**src/rtl/scaler_stream_framer.sv**
```systemverilog
// Frames the unframed scaler pixel stream with SOF (tuser) and EOL (tlast) tags via a show-ahead FIFO.
// Latency: 1 cycle from tvalid_i to m_tvalid_o when empty; backpressure: m_tready_i stalls the FIFO, overflowing pixels are dropped.
module scaler_stream_framer #(
  parameter int DATA_WIDTH = 8,
  parameter int DIM_WIDTH  = 16,
  parameter int FIFO_DEPTH = 64
) (
  input  logic                              clk_i,
  input  logic                              rst_i,
  input  logic                              tvalid_i,
  input  logic [DATA_WIDTH-1:0]             tdata_i,
  input  logic [DIM_WIDTH-1:0]              dest_width_i,
  input  logic [DIM_WIDTH-1:0]              dest_height_i,
  output logic                              m_tvalid_o,
  output logic [DATA_WIDTH-1:0]             m_tdata_o,
  output logic                              m_tuser_o,
  output logic                              m_tlast_o,
  input  logic                              m_tready_i,
  input  logic                              ovf_clr_i,
  output logic                              overflow_o,
  output logic                              frame_done_o,
  output logic [$clog2(FIFO_DEPTH):0]       fill_o
);

  localparam int ENTRY_W = DATA_WIDTH + 3;
  localparam logic [DIM_WIDTH-1:0] DIM_ONE = DIM_WIDTH'(1);

  typedef enum logic [1:0] {
    S_IDLE   = 2'd0,
    S_ACTIVE = 2'd1,
    S_DRAIN  = 2'd2
  } state_e;

  state_e state_q, state_d;

  logic [DIM_WIDTH-1:0] w_q, w_d, h_q, h_d;
  logic [DIM_WIDTH-1:0] col_q, col_d, row_q, row_d;
  logic [DIM_WIDTH-1:0] w_eff, h_eff;
  logic                 ovf_q, ovf_d;
  logic                 frame_done_q, frame_done_d;
  logic                 eof_lost_q, eof_lost_d;

  logic                 accept, latch_dims;
  logic                 col_last, row_last, frame_end;
  logic                 full, pop, wr_en, drop, drain_done;
  logic                 head_vld, head_eof, head_tuser, head_tlast;
  logic [DATA_WIDTH-1:0] head_data;
  logic [ENTRY_W-1:0]   wr_entry, head_entry;

  // In S_IDLE the incoming pixel already uses the dimensions being latched.
  assign w_eff     = (state_q == S_IDLE) ? dest_width_i  : w_q;
  assign h_eff     = (state_q == S_IDLE) ? dest_height_i : h_q;
  assign col_last  = (col_q == w_eff - DIM_ONE);
  assign row_last  = (row_q == h_eff - DIM_ONE);
  assign frame_end = col_last && row_last;

  assign pop   = head_vld && m_tready_i;
  assign wr_en = accept && (!full || pop);
  assign drop  = tvalid_i && !wr_en;

  // eof marks the frame's final pixel so the read side knows when the frame has drained.
  assign wr_entry = {frame_end, (col_q == '0) && (row_q == '0), col_last, tdata_i};
  assign {head_eof, head_tuser, head_tlast, head_data} = head_entry;

  // A dropped final pixel would never be handshaken; finish the frame once the FIFO empties instead.
  assign drain_done = (pop && head_eof) || (eof_lost_q && !head_vld);

  always_ff @(posedge clk_i or posedge rst_i) begin
    if (rst_i) begin
      state_q <= S_IDLE;
    end else begin
      state_q <= state_d;
    end
  end

  always_comb begin
    state_d = state_q;
    case (state_q)
      S_IDLE: begin
        if (tvalid_i) begin
          state_d = frame_end ? S_DRAIN : S_ACTIVE;
        end
      end
      S_ACTIVE: begin
        if (tvalid_i && frame_end) begin
          state_d = S_DRAIN;
        end
      end
      S_DRAIN: begin
        if (drain_done) begin
          state_d = S_IDLE;
        end
      end
      default: state_d = S_IDLE;
    endcase
  end

  always_comb begin
    accept     = 1'b0;
    latch_dims = 1'b0;
    case (state_q)
      S_IDLE: begin
        accept     = tvalid_i;
        latch_dims = tvalid_i;
      end
      S_ACTIVE: accept = tvalid_i;
      default: accept = 1'b0;
    endcase
  end

  always_comb begin
    w_d          = w_q;
    h_d          = h_q;
    col_d        = col_q;
    row_d        = row_q;
    eof_lost_d   = eof_lost_q;
    frame_done_d = (state_q == S_DRAIN) && drain_done;
    ovf_d        = ovf_q;

    if (latch_dims) begin
      w_d = dest_width_i;
      h_d = dest_height_i;
    end

    // Counters advance even for dropped pixels so framing stays aligned.
    if (accept) begin
      if (col_last) begin
        col_d = '0;
        row_d = row_last ? '0 : row_q + DIM_ONE;
      end else begin
        col_d = col_q + DIM_ONE;
      end
      if (frame_end && !wr_en) begin
        eof_lost_d = 1'b1;
      end
    end

    if ((state_q == S_DRAIN) && drain_done) begin
      eof_lost_d = 1'b0;
    end

    if (drop) begin
      ovf_d = 1'b1;
    end else if (ovf_clr_i) begin
      ovf_d = 1'b0;
    end
  end

  always_ff @(posedge clk_i or posedge rst_i) begin
    if (rst_i) begin
      w_q          <= '0;
      h_q          <= '0;
      col_q        <= '0;
      row_q        <= '0;
      eof_lost_q   <= 1'b0;
      frame_done_q <= 1'b0;
      ovf_q        <= 1'b0;
    end else begin
      w_q          <= w_d;
      h_q          <= h_d;
      col_q        <= col_d;
      row_q        <= row_d;
      eof_lost_q   <= eof_lost_d;
      frame_done_q <= frame_done_d;
      ovf_q        <= ovf_d;
    end
  end

  ssf_fifo #(
    .WIDTH (ENTRY_W),
    .DEPTH (FIFO_DEPTH)
  ) u_fifo (
    .clk_i    (clk_i),
    .rst_i    (rst_i),
    .wr_vld_i (wr_en),
    .wr_dat_i (wr_entry),
    .rd_rdy_i (pop),
    .rd_vld_o (head_vld),
    .rd_dat_o (head_entry),
    .full_o   (full),
    .fill_o   (fill_o)
  );

  assign m_tvalid_o   = head_vld;
  assign m_tdata_o    = head_data;
  assign m_tuser_o    = head_tuser;
  assign m_tlast_o    = head_tlast;
  assign overflow_o   = ovf_q;
  assign frame_done_o = frame_done_q;

endmodule

// Generic show-ahead FIFO; head data reads as zero while empty.
// Latency: a write is visible at the head the cycle after it lands; backpressure: full accepts a write only alongside a read.
module ssf_fifo #(
  parameter int WIDTH = 8,
  parameter int DEPTH = 4
) (
  input  logic                     clk_i,
  input  logic                     rst_i,
  input  logic                     wr_vld_i,
  input  logic [WIDTH-1:0]         wr_dat_i,
  input  logic                     rd_rdy_i,
  output logic                     rd_vld_o,
  output logic [WIDTH-1:0]         rd_dat_o,
  output logic                     full_o,
  output logic [$clog2(DEPTH):0]   fill_o
);

  localparam int AW = $clog2(DEPTH);
  localparam logic [AW:0] PTR_ONE = (AW + 1)'(1);

  logic [WIDTH-1:0] mem_q [DEPTH];
  logic [AW:0]      wr_ptr_q, wr_ptr_d, rd_ptr_q, rd_ptr_d;
  logic             empty, push, pull;

  // Extra pointer MSB distinguishes full from empty when the indices match.
  assign empty  = (wr_ptr_q == rd_ptr_q);
  assign full_o = (wr_ptr_q[AW] != rd_ptr_q[AW]) && (wr_ptr_q[AW-1:0] == rd_ptr_q[AW-1:0]);
  assign pull   = rd_rdy_i && !empty;
  assign push   = wr_vld_i && (!full_o || pull);

  assign wr_ptr_d = push ? wr_ptr_q + PTR_ONE : wr_ptr_q;
  assign rd_ptr_d = pull ? rd_ptr_q + PTR_ONE : rd_ptr_q;

  always_ff @(posedge clk_i or posedge rst_i) begin
    if (rst_i) begin
      wr_ptr_q <= '0;
      rd_ptr_q <= '0;
    end else begin
      wr_ptr_q <= wr_ptr_d;
      rd_ptr_q <= rd_ptr_d;
    end
  end

  always_ff @(posedge clk_i) begin
    if (push) begin
      mem_q[wr_ptr_q[AW-1:0]] <= wr_dat_i;
    end
  end

  assign rd_vld_o = !empty;
  assign rd_dat_o = empty ? '0 : mem_q[rd_ptr_q[AW-1:0]];
  assign fill_o   = wr_ptr_q - rd_ptr_q;

endmodule

```
**config.mk**
```make
export PLATFORM = sky130hd
export DESIGN_NAME = scaler_stream_framer
export DESIGN_NICKNAME = d
export VERILOG_FILES = /design/src/rtl/scaler_stream_framer.sv
export SDC_FILE = /design/constraint.sdc
export NUM_CORES = 1
export LEC_CHECK = 0
export CAP_MARGIN = 20
export CORE_MARGIN = 5
export CORE_UTILIZATION = 63
export DETAILED_ROUTE_END_ITERATION = 7
export DONT_BUFFER_PORTS = 1
export PLACE_DENSITY = 0.9
export RECOVER_POWER = 100
export SLEW_MARGIN = 20
export SYNTH_ARGS = -nofsm -noshare
export SYNTH_HDL_FRONTEND = slang
export SYNTH_SLANG_ARGS = --single-unit
export TNS_END_PERCENT = 10
```
**constraint.sdc**
```tcl
create_clock -name clk_i -period 7.49 [get_ports clk_i]
set_clock_uncertainty 0.1 [all_clocks]
set_input_delay 2.247 -clock clk_i [delete_from_list [all_inputs] [get_ports clk_i]]
set_output_delay 2.247 -clock clk_i [all_outputs]
set_load 0.02 [all_outputs]
```
# After elaboration in Yosys (flattened, before gate mapping)
# Memories as Yosys holds them, arrays and structs flattened.
# Cells that the tools add are included.
dict set report totals {
  regBits 83
  ramBits 704
  input_bits 45
  output_inout_bits 20
  wordCells 76
  n_memories 1
}
# memory words word_bits read_ports rd_ports_with_merged_regs wr line_no
set memory_table {}
lappend memory_table {u_fifo.mem_q 64 11 1 0 1 213} ;# logic [WIDTH-1:0] mem_q [DEPTH];
dict set report op_classes {
  addsub 7
  n_eq_ne 10
  muxes 19
  n_reduce_logical 29
}
# operator count
set op_table {}
lappend op_table {{$mux W16} 4}
lappend op_table {{$add A16 B1 Y16 const B} 2}
lappend op_table {{$eq A16 B16 Y1} 2}
lappend op_table {{$logic_not A16 Y1} 2}
lappend op_table {{$sub A16 B1 Y16 const B} 2}
lappend op_table {{$add A7 B1 Y7 const B} 2}
lappend op_table {{$logic_and A1 B1 Y1} 13}
lappend op_table {{$mux W11} 1}
lappend op_table {{$mux W1} 9}
lappend op_table {{$mux W2} 4}
lappend op_table {{$eq A7 B7 Y1} 1}
lappend op_table {{$sub A7 B7 Y7} 1}
lappend op_table {{$eq A6 B6 Y1} 1}
lappend op_table {{$ne A2 B2 Y1 const B} 3}
lappend op_table {{$pmux W2 S3} 1}
lappend op_table {{$reduce_bool A2 Y1} 3}
lappend op_table {{$reduce_and A2 Y1} 2}
lappend op_table {{$logic_not A1 Y1} 3}
lappend op_table {{$logic_or A1 B1 Y1} 3}
lappend op_table {{$reduce_and A3 Y1} 1}
lappend op_table {{$eq A2 B1 Y1 const B} 1}
lappend op_table {{$eq A2 B2 Y1 const B} 1}
lappend op_table {{$logic_not A2 Y1} 1}
lappend op_table {{$reduce_or A2 Y1} 1}
lappend op_table {{$ne A1 B1 Y1} 1}

# Depth between registers and ports, before layout
# Gate-level depths: netlist of run 1.
dict set report depth {
  depth_word 10
  depth_mapped 19
  mapped_depth_nobuf 13
}

# Modules after synthesis
# A second synthesis of run 1 with hierarchy kept.
dict set report hier_totals {
  cells_unflattened 1991
  area_unflattened_um2 33549.7
}
# mod instances cells_per_inst area_per_inst_um2 seq_area_each_um2
set modules_own_cells {}
lappend modules_own_cells {ssf_fifo 1 1414 28259.6 21490.6}
lappend modules_own_cells {scaler_stream_framer 1 577 5290.1 1726.7}

# Worst setup path before layout of run 1
# No wires, ideal clock.
dict set report synth_path {
  path_kind {input -> register}
  from {input port dest_width_i[0]}
  to {memory u_fifo.mem_q[0][10] (netlist bit), data pin}
  setup_ps 511
  t_arrival_ps 5762
  required_ps 6879
  setup_slack_ps 1117
  cell_stages 11
  path_buffers 1
  path_cell_list {mux2i_1 -> ha_1 -> nor4b_1 -> a32o_1 -> and3_1 -> buf_4 -> xnor2_1 -> a2111oi_2 -> and2_1 -> nand3_1 -> nor2_1}
}
dict set report synth_between {
  elab_chain_cells 4
}
# item line_no
set synth_lines {}
lappend synth_lines {{from (decl)} 12} ;# input logic [DIM_WIDTH-1:0] dest_width_i,
lappend synth_lines {{$mux W16} 51} ;# assign w_eff = (state_q == S_IDLE) ? dest_width_i : w_q;
lappend synth_lines {{$sub A16 B1 Y16} 53} ;# assign col_last = (col_q == w_eff - DIM_ONE);
lappend synth_lines {{$eq A16 B16 Y1} 53}
lappend synth_lines {{$logic_and A1 B1 Y1} 55} ;# assign frame_end = col_last && row_last;
lappend synth_lines {{net frame_end} 44} ;# logic col_last, row_last, frame_end;
lappend synth_lines {{to (decl)} 213}
# The timed path passes the listed nets, and every way through them passes these cells.

# Worst setup path in the final report of run 1
dict set report layout_path {
  from {register u_fifo.rd_ptr_q[0]}
  to {output port m_tdata_o[6]}
}
dict set report layout_between {
  elab_chain_cells 2
  elab_cells_between_ends 3
  classes_between {1 x eq/ne; 1 x mux; 1 x memory}
}
# item line_no
set layout_lines {}
lappend layout_lines {{from (decl)} 214} ;# logic [AW:0] wr_ptr_q, wr_ptr_d, rd_ptr_q, rd_ptr_d;
lappend layout_lines {{from (signal assigned)} 232} ;# rd_ptr_q <= rd_ptr_d;
lappend layout_lines {{$mem_v2 Z64 W11 / $eq A7 B7 Y1 (equally long branches)} -}
lappend layout_lines {{$mux W11 (*)} 243} ;# assign rd_dat_o = empty ? '0 : mem_q[rd_ptr_q[AW-1:0]];
lappend layout_lines {{to (decl)} 15} ;# output logic [DATA_WIDTH-1:0] m_tdata_o,
# Every way passes the cells marked *; elsewhere a longest branch is shown, timed or not.

==> flow_summary.json, run 1 <==
{
  "outcome": "complete, but fails checks",
  "violations": "max-capacitance violations, max-slew violations",
  "number_of_top_level_pins": 65,
  "tritoncts": "yes",
  "postCtsResizedCells": 0,
  "timing.critical_path.from": "u_fifo.rd_ptr_q[0]",
  "synth.avg_cell_area_um2": 19.2,
  "detail-route-antenna-nets": 0,
  "critical_path.max_stage_delay_ps": 1090,
  "globalRouteOverflowTotal": 0,
  "synth_warnings": 0,
  "rrSetupSlack_ps": 1170,
  "final_cells": 2500,
  "maxSlewViolCount": 250,
  "cts.reportedPaths.clkPinSlew_ps": 70,
  "leakagePower_nw": 11.9,
  "critical-path-top-cell-by-count": "sky130_fd_sc_hd__mux4_2",
  "netlist_top_cells_count": "704 x sky130_fd_sc_hd__edfxtp_1, 230 x sky130_fd_sc_hd__mux4_2, 127 x sky130_fd_sc_hd__nor2_1",
  "die_area_um2": 56700,
  "timing.hold.worst.class": "reg -> reg",
  "crit_slowest_cell": "sky130_fd_sc_hd__dfrtp_1",
  "hold-worst-slack_ps": 413,
  "mapped_nets": 1767,
  "post_synth_inst_count": 1707,
  "rsz0062_at_grt": "false",
  "synth.yosys.seq_area_share_pct": 70.9,
  "drc": 0,
  "setup_total_negative_slack_ps": 0,
  "cell_types_with_the_largest_area_share_after_synthesis": "sky130_fd_sc_hd__edfxtp_1 65%, sky130_fd_sc_hd__mux4_2 16%, sky130_fd_sc_hd__dfrtp_1 6.3%",
  "numClockSinks": 787,
  "ys_async_sr_fraction_pct": 10.5,
  "postSynthRegisterBits": 787,
  "synth-edff-count": 704,
  "max_slew.worst_pin.slew_ps": 3030,
  "crit_cells": 5,
  "max-clock-path-buffers": 3,
  "cts_setup_buffers": 0,
  "peakVddDrop_mv": 0.310,
  "syn-cell-area_um2": 32800,
  "yosys_most_used_dff": "sky130_fd_sc_hd__edfxtp_1",
  "first_global_vias": 18300,
  "drt_initial_violations": 2914,
  "hpwl_um": 47400,
  "fin_nets": 1816,
  "port-buffer-count": 0,
  "powerDensity_nw_per_um2": 356,
  "finalWorstPathRequiredPeriod_ps": 6640,
  "cts_max_level": 3,
  "regToRegEndpoint": "u_fifo.mem_q[28][10]",
  "die_w_um": 238,
  "cp-end-kind": "output port",
  "nFillCells": 2860,
  "clock_tree.root_cell": "sky130_fd_sc_hd__clkbuf_16",
  "cpLargestDelayFamily": "multiplexers",
  "drt_first_pass_iters": 8,
  "worst_hold_path.num_cells": 1,
  "grt_first_pass_wirelength_um": 128000,
  "timing.critical_path.cells": "buf_4 -> mux4_2 -> mux4_2 -> mux4_2 -> nor2b_1",
  "die_h_um": 238,
  "reg2reg_from": "state_q[0]",
  "post-synth-top-count-cell": "sky130_fd_sc_hd__edfxtp_1",
  "post_drt_wl_per_cell_um": 35.0,
  "maxcap_violations": 6,
  "crit_path_start_kind": "flop",
  "critical_path.max_fanout": 26,
  "path_class": "reg -> out",
  "fp-row-count": 83,
  "fin_ws_ps": 845,
  "fin_crit_sh_pct": 88.7,
  "grt_antenna_before_repair": 3,
  "number_of_library_cell_types_mapped_by_synthesis": 69,
  "cp.arrival_ps": 4300,
  "top_achievable_clock_speed_mhz": 150,
  "setup.worst_path.end": "m_tdata_o[6]",
  "numCtsBuffers": 79,
  "worst_skew_pair.late_latency_ps": 640,
  "post-synth-top-area-cell": "sky130_fd_sc_hd__edfxtp_1",
  "crit_buf_inv": 1,
  "setup_viol": 0,
  "depth_of_the_most_critical_reg_to_reg_path": 11,
  "vias_per_cell": 7.26,
  "area_delta_synth_final_pct": 10.5,
  "grt_start_max_net_pins": 68,
  "timing_hold_violations_final": 0,
  "routed_wl_um": 87500,
  "vias": 18100,
  "layout-drive-gt1-share_pct": 23.0,
  "count_of_hold_fix_buffers_inserted_at_cts": 0,
  "core_area_um2": 51400,
  "initial_utilization_pct": 63.7,
  "placed_cell_count": 2352,
  "placement.setup.worst_slack_ps": 1240,
  "yosys.area.top_type_share_pct": 64.5,
  "routabilityCongestion": 0.901,
  "timing.max_slew.rel_slack_pct": -102,
  "total_global_route_track_usage_pct": 31.2,
  "worst_ep_required_time_ps": 5140
}
## cell type report
cell class                 count  area, um^2  share of cell area (%)
sequential                   787       23200                    64.2
multi-input combinational    806        9050                    25.0
clock buffer                  98        2100                    5.80
tap                          680         851                    2.35
clock inverter                46         514                    1.42
timing repair buffer          55         338                   0.934
inverter                      27         103                   0.284
antenna                        1        2.50                 0.00692
## where the power goes
| group | leakage, nW | total [mW] | switching, mW | internal, mW |
|---|---|---|---|---|
| combinational | 2.94 | 3.60 | 2.06 | 1.54 |
| clock | 1.28 | 4.06 | 1.74 | 2.32 |
| sequential | 7.63 | 5.23 | 0.261 | 4.97 |
## worst reg2reg max path: stages (launching register included)
cell and delay, ps:
sky130_fd_sc_hd__dfrtp_1 370, sky130_fd_sc_hd__buf_4 230, sky130_fd_sc_hd__nor2_4 680, sky130_fd_sc_hd__buf_4 480, sky130_fd_sc_hd__mux2i_1 340, sky130_fd_sc_hd__ha_1 280
sky130_fd_sc_hd__nor4b_4 350, sky130_fd_sc_hd__xnor2_1 130, sky130_fd_sc_hd__nor4_1 300, sky130_fd_sc_hd__nand4_1 110, sky130_fd_sc_hd__or4_1 750, sky130_fd_sc_hd__nor2_1 1680
## how the worst min path moves through the flow
stage                       start            endpoint
2_1_floorplan  u_fifo.rd_ptr_q[6]  u_fifo.rd_ptr_q[6]
3_3_place_gp   u_fifo.rd_ptr_q[6]  u_fifo.rd_ptr_q[6]
3_5_place_dp              w_q[15]             w_q[15]
4_1_cts                   w_q[15]             w_q[15]
5_1_grt                   w_q[15]             w_q[15]
6_report                  h_q[15]             h_q[15]
## cell usage in the layout (no fill, tap or decap), drive strengths merged, types with 30 or more instances in the layout
cell type / Yosys / layout
clkbuf: 50 / 138
dfrtp: 83 / 83
edfxtp: 704 / 704
inv: 26 / 30
mux2: 35 / 35
mux2i: 30 / 30
mux4: 230 / 230
nand2: 42 / 42
nor2: 127 / 127
xnor2: 55 / 55
## cell families (layout without fill, tap and decap cells)
family                     Yosys count  after routing  synth area share [%]
other                                0              1                     0
muxes                              295            295                  17.9
DFF                                787            787                  70.9
buffers and inverters              114            226                  1.50
adders and majority gates           15             15                 0.596
AOI/OAI and AO/OA                   95             95                  2.07
and+or+nand+nor                    323            323                  4.93
xor gates and xnor gates            78             78                  2.09
## registers in the layout, summed over array words and instances (netlist names), 2 cells and up
signal           count
col_q               16
h_q                 16
row_q               16
state_q              2
u_fifo.mem_q       704
u_fifo.rd_ptr_q      7
u_fifo.wr_ptr_q      7
w_q                 16
## through the flow
step	util, %	power (mW)	instance area [um^2]
after global placement	65.5	8.58	33700
final	70.4	12.9	36200
after CTS	70.7	12.9	36300
after floorplan	-	7.67	32800
after global routing	70.4	13.3	36200
after detailed placement	65.6	8.72	33700
## routing by layer
metal	vias up	GRT usage, %	wire length [um]
met1	9172	40.9	29100
met3	304	7.71	10100
met4	2	12.4	4390
met5	-	0	12
met2	1639	51.4	43900
li1	7031	-	-
Power figures use the tool's default switching activity.
==> inputs of run 2 (changes only) <==
HOLD_SLACK_MARGIN = 0.1   (was default)
==> results of run 2 <==
No change in the layout: final DEF, timing and power equal those of run 1.
